<file path="src/rtl/serial_mag_comparator.sv">
// Bit-serial unsigned magnitude comparator: one mux-based 1-bit cell is reused
// for every bit position, scanning MSB to LSB and stopping at the first difference.

module comparator_4x1mux (
    input  logic a,
    input  logic b,
    output logic greater,
    output logic lesser,
    output logic equal
);
    // Each flag is a 4:1 mux selected by {a,b}, with the truth table on its data inputs
    localparam logic [3:0] GREATER_TABLE = 4'b0100;
    localparam logic [3:0] LESSER_TABLE  = 4'b0010;
    localparam logic [3:0] EQUAL_TABLE   = 4'b1001;

    logic [1:0] sel;

    assign sel     = {a, b};
    assign greater = GREATER_TABLE[sel];
    assign lesser  = LESSER_TABLE[sel];
    assign equal   = EQUAL_TABLE[sel];
endmodule

module serial_mag_comparator #(
    parameter int WIDTH = 8
) (
    input  logic             clk,
    input  logic             rst,
    input  logic             start,
    input  logic [WIDTH-1:0] a,
    input  logic [WIDTH-1:0] b,
    output logic             busy,
    output logic             done,
    output logic             greater,
    output logic             lesser,
    output logic             equal
);
    localparam int IW = (WIDTH > 1) ? $clog2(WIDTH) : 1;

    typedef enum logic {
        IDLE,
        COMPARE
    } state_t;

    state_t          state, state_nxt;
    logic [WIDTH-1:0] a_reg, a_nxt;
    logic [WIDTH-1:0] b_reg, b_nxt;
    logic [IW-1:0]   idx, idx_nxt;
    logic            done_nxt, greater_nxt, lesser_nxt, equal_nxt;
    logic            cell_greater, cell_lesser, cell_equal;

    comparator_4x1mux u_cell (
        .a       (a_reg[idx]),
        .b       (b_reg[idx]),
        .greater (cell_greater),
        .lesser  (cell_lesser),
        .equal   (cell_equal)
    );

    assign busy = (state == COMPARE);

    always_ff @(posedge clk or posedge rst) begin
        if (rst) begin
            state   <= IDLE;
            a_reg   <= '0;
            b_reg   <= '0;
            idx     <= '0;
            done    <= 1'b0;
            greater <= 1'b0;
            lesser  <= 1'b0;
            equal   <= 1'b0;
        end else begin
            state   <= state_nxt;
            a_reg   <= a_nxt;
            b_reg   <= b_nxt;
            idx     <= idx_nxt;
            done    <= done_nxt;
            greater <= greater_nxt;
            lesser  <= lesser_nxt;
            equal   <= equal_nxt;
        end
    end

    // Flags hold their last result in IDLE; done defaults low so it only pulses
    always_comb begin
        state_nxt   = state;
        a_nxt       = a_reg;
        b_nxt       = b_reg;
        idx_nxt     = idx;
        done_nxt    = 1'b0;
        greater_nxt = greater;
        lesser_nxt  = lesser;
        equal_nxt   = equal;

        case (state)
            IDLE: begin
                if (start) begin
                    a_nxt       = a;
                    b_nxt       = b;
                    idx_nxt     = IW'(WIDTH - 1);
                    greater_nxt = 1'b0;
                    lesser_nxt  = 1'b0;
                    equal_nxt   = 1'b0;
                    state_nxt   = COMPARE;
                end
            end
            COMPARE: begin
                if (cell_greater || cell_lesser) begin
                    greater_nxt = cell_greater;
                    lesser_nxt  = cell_lesser;
                    done_nxt    = 1'b1;
                    state_nxt   = IDLE;
                end else if (cell_equal && (idx == '0)) begin
                    equal_nxt = 1'b1;
                    done_nxt  = 1'b1;
                    state_nxt = IDLE;
                end else begin
                    idx_nxt = idx - IW'(1);
                end
            end
            default: state_nxt = IDLE;
        endcase
    end
endmodule

</file>
<file path="config.mk">
export PLATFORM = sky130hd
export DESIGN_NAME = serial_mag_comparator
export DESIGN_NICKNAME = d
export VERILOG_FILES = /design/src/rtl/serial_mag_comparator.sv
export SDC_FILE = /design/constraint.sdc
export NUM_CORES = 1
export LEC_CHECK = 0
export ABC_AREA = 1
export ABC_CLOCK_PERIOD_IN_PS = 4000
export BUFFER_PORTS_ARGS = -buffer_cell sky130_fd_sc_hd__buf_2
export CAP_MARGIN = 10
export CORE_ASPECT_RATIO = 1.5
export CORE_UTILIZATION = 40
export CTS_CLUSTER_DIAMETER = 200
export DETAILED_ROUTE_END_ITERATION = 12
export HOLD_SLACK_MARGIN = 0.15
export RECOVER_POWER = 25
export SYNTH_ARGS = -nofsm -noshare
export SYNTH_HDL_FRONTEND = slang
export SYNTH_SLANG_ARGS = --single-unit
</file>
<file path="constraint.sdc">
create_clock -name clk -period 4 [get_ports clk]
set_input_delay 0.8 -clock clk [delete_from_list [all_inputs] [get_ports clk]]
set_output_delay 0.8 -clock clk [all_outputs]
set_load 0.1 [all_outputs]
</file>
==> flow_metrics.py <==
metrics = {
    "global_routing": {
        "antenna_found_initial": 0,
        "grt_max_degree": 34,
        "grt_pass1_vias": 941,
        "grt_pass1_wl_um": 4180,
        "overflow": 0,
        "track_usage": 0.152,
    },
    "timing": {
        "post-route-period-util": 0.608,
        "setup_tns_ps": 0,
        "max_freq_mhz": 411,
        "setup_viol": 0,
        "hold_viol_final": 0,
        "max_slew_margin": 0.314,
        "fin_worst_skew_ps": 5.14,
        "drv_slew": 0,
        "min_period_ps": 2430,
        "tightest_slew_ps": 1020,
        "rsz0062_at_grt": "false",
        "hold-worst-slack_ps": 517,
        "fin_ws_ps": 1570,
    },
    "die": {
        "start_util": 0.424,
        "die-width_um": 49.3,
        "die_h_um": 72.9,
        "io_pins": 24,
        "die_area_um2": 3590,
        "coreArea_um2": 3160,
        "rows": 25,
    },
    "yosys": {
        "syn_nets": 179,
        "ys.warnings.count": 0,
        "synthesis.area_um2": 1340,
        "synth_cell_type_count": 18,
        "syn_area_per_cell_um2": 8.59,
        "synth-seq-cells": 24,
        "synth-seq-area-share": 0.448,
        "syn_inst": 156,
    },
    "placed_design": {
        "place_congestion": 0.816,
        "preCtsSetupSlack_ps": 2120,
        "dpl.hpwl_um": 1810,
        "numPortBuffers": 23,
    },
    "final_layout": {
        "fill_cells": 342,
        "utilization": 0.456,
        "layout-drive-gt1-share": 0.225,
        "nets": 202,
        "antennaDiodeCount": 0,
        "syn_to_final_growth_pct": 7.47,
    },
    "setup_path": {
        "worstSetupEndpointType": "register",
        "arrival_ps": 2580,
        "startpoint_type": "register",
        "cp.required_ps": 4140,
        "worstSetupPathType": "reg2reg",
        "r2r_cells": 4,
        "crit_path_max_fanout": 33,
    },
    "clocking": {
        "cts.sinks": 24,
        "cts_inserted_buffers": 3,
        "path_clk_slew_ps": 80,
        "clock_latency_ps": 260,
        "ctsResizeCount": 0,
        "cts-root-buf": "clkbuf_8",
        "cts_buffer_depth": 2,
        "cts_htree_levels": 1,
        "cts_tree": "yes",
        "hold_buffers": 0,
        "post_cts_buffers": 0,
    },
    "worst_hold_path": {
        "min_path_cells": 2,
        "hp-class": "reg2reg",
    },
    "pwr": {
        "p_total_mw": 1.34,
        "p_sw_uw": 662,
        "cell_internal_pwr_uw": 678,
        "seqPwrFrac": 0.327,
        "power_frac_clock": 0.121,
        "switching_share": 0.494,
        "vdd_ir_drop_max_mv": 0.634,
        "power_density_nw_per_um2": 930,
        "p_leak_nw": 0.794,
        "power_frac_comb": 0.553,
    },
    "route": {
        "wl_um": 2390,
        "drc": 0,
        "top_layer": "met4",
        "dr_wl_met2_um": 1230,
        "wl_met3_um": 73,
        "first_pass_iters": 5,
        "met1_length_um": 1050,
        "vias": 1012,
        "routedWlPerCell_um": 11.0,
        "drtIter0Drc": 24,
        "vias_per_cell": 4.64,
        "postRouteAntennaNets": 0,
    },
    "run": {
        "cap_violations": 0,
    },
    "run_status": {
        "status": "finished clean",
    },
}
final timing paths:
check	startpoint	endpoint	slack, ps
worst max-delay path	busy	b_reg[3]	1570
worst min-delay path	lesser	lesser	520
worst max register to register	busy	b_reg[3]	1570
worst min register to register	lesser	lesser	520
max in group asynchronous	rst	b_reg[4]	2740
min in group asynchronous	rst	equal	710
power by group through the flow:
stage | clock (mW) | sequential [mW] | combinational, mW
6_report | 0.162 | 0.438 | 0.741
5_1_grt | 0.175 | 0.458 | 0.849
4_1_cts | 0.167 | 0.438 | 0.809
3_5_place_dp | 0 | 0.443 | 0.805
3_3_place_gp | 0 | 0.439 | 0.797
2_1_floorplan | 0 | 0.528 | 0.614
through the flow:
step	cells	instance area [um2]
after global placement	214	1450
after global routing	218	1440
after CTS	218	1500
after detailed placement	214	1450
after floorplan	156	1340
final	218	1440
worst max-delay path: stages, from the launching register on:
cell,delay (ps)
dfrtp_1,600
inv_6,30
nand2_1,260
clkinvlp_2,900
o21ai_0,510
final cells by class:
cell class | instances | area, um2 | area share
flip-flops and latches | 24 | 601 | 0.417
multi-input cells | 103 | 523 | 0.363
repair buffers | 23 | 115 | 0.0799
inverters | 24 | 96.3 | 0.0669
clock buffers | 4 | 55.1 | 0.0382
well taps | 40 | 50.0 | 0.0348
logic make-up (layout without fill, tap and decap cells):
group,Yosys count,in the layout,synth area share
adder cells (fa/ha/maj),4,4,0.0373
AND/OR/NAND/NOR,80,80,0.277
buffers and inverters,29,51,0.119
flip-flops,24,24,0.448
AO/OA/AOI/OAI,19,19,0.119
cell usage in the layout (no fill, tap or decap):
cell type / count
nand4_1: 1
o21ai_0: 12
o21ai_2: 5
nand3_4: 1
dfrtp_1: 24
nand3_1: 19
buf_2: 23
inv_1: 20
ha_1: 4
a21oi_1: 1
nand2_1: 57
clkinvlp_2: 1
a21oi_2: 1
inv_2: 2
nand2_4: 2
inv_6: 1
clkbuf_8: 4
cells in the mapped netlist:
cell type	count	area, um2
a21oi_1	1	5.00
a21oi_2	1	8.76
buf_12	1	20.0
buf_2	1	5.00
buf_6	3	33.8
dfrtp_1	24	601
ha_1	4	50.1
inv_1	20	75.1
inv_2	2	7.51
inv_6	2	17.5
nand2_1	56	210
nand2_4	2	22.5
nand2_8	1	20.0
nand3_1	19	95.1
nand3_4	1	17.5
nand4_1	1	6.26
o21ai_0	1	5.00
o21ai_2	16	140
metal layers:
layer | up-vias | global-route usage
met5 | - | 0
met4 | 0 | 0.0588
met3 | 4 | 0.0229
met2 | 19 | 0.268
met1 | 462 | 0.185
li1 | 527 | -
(Power assumes the default switching activity.)
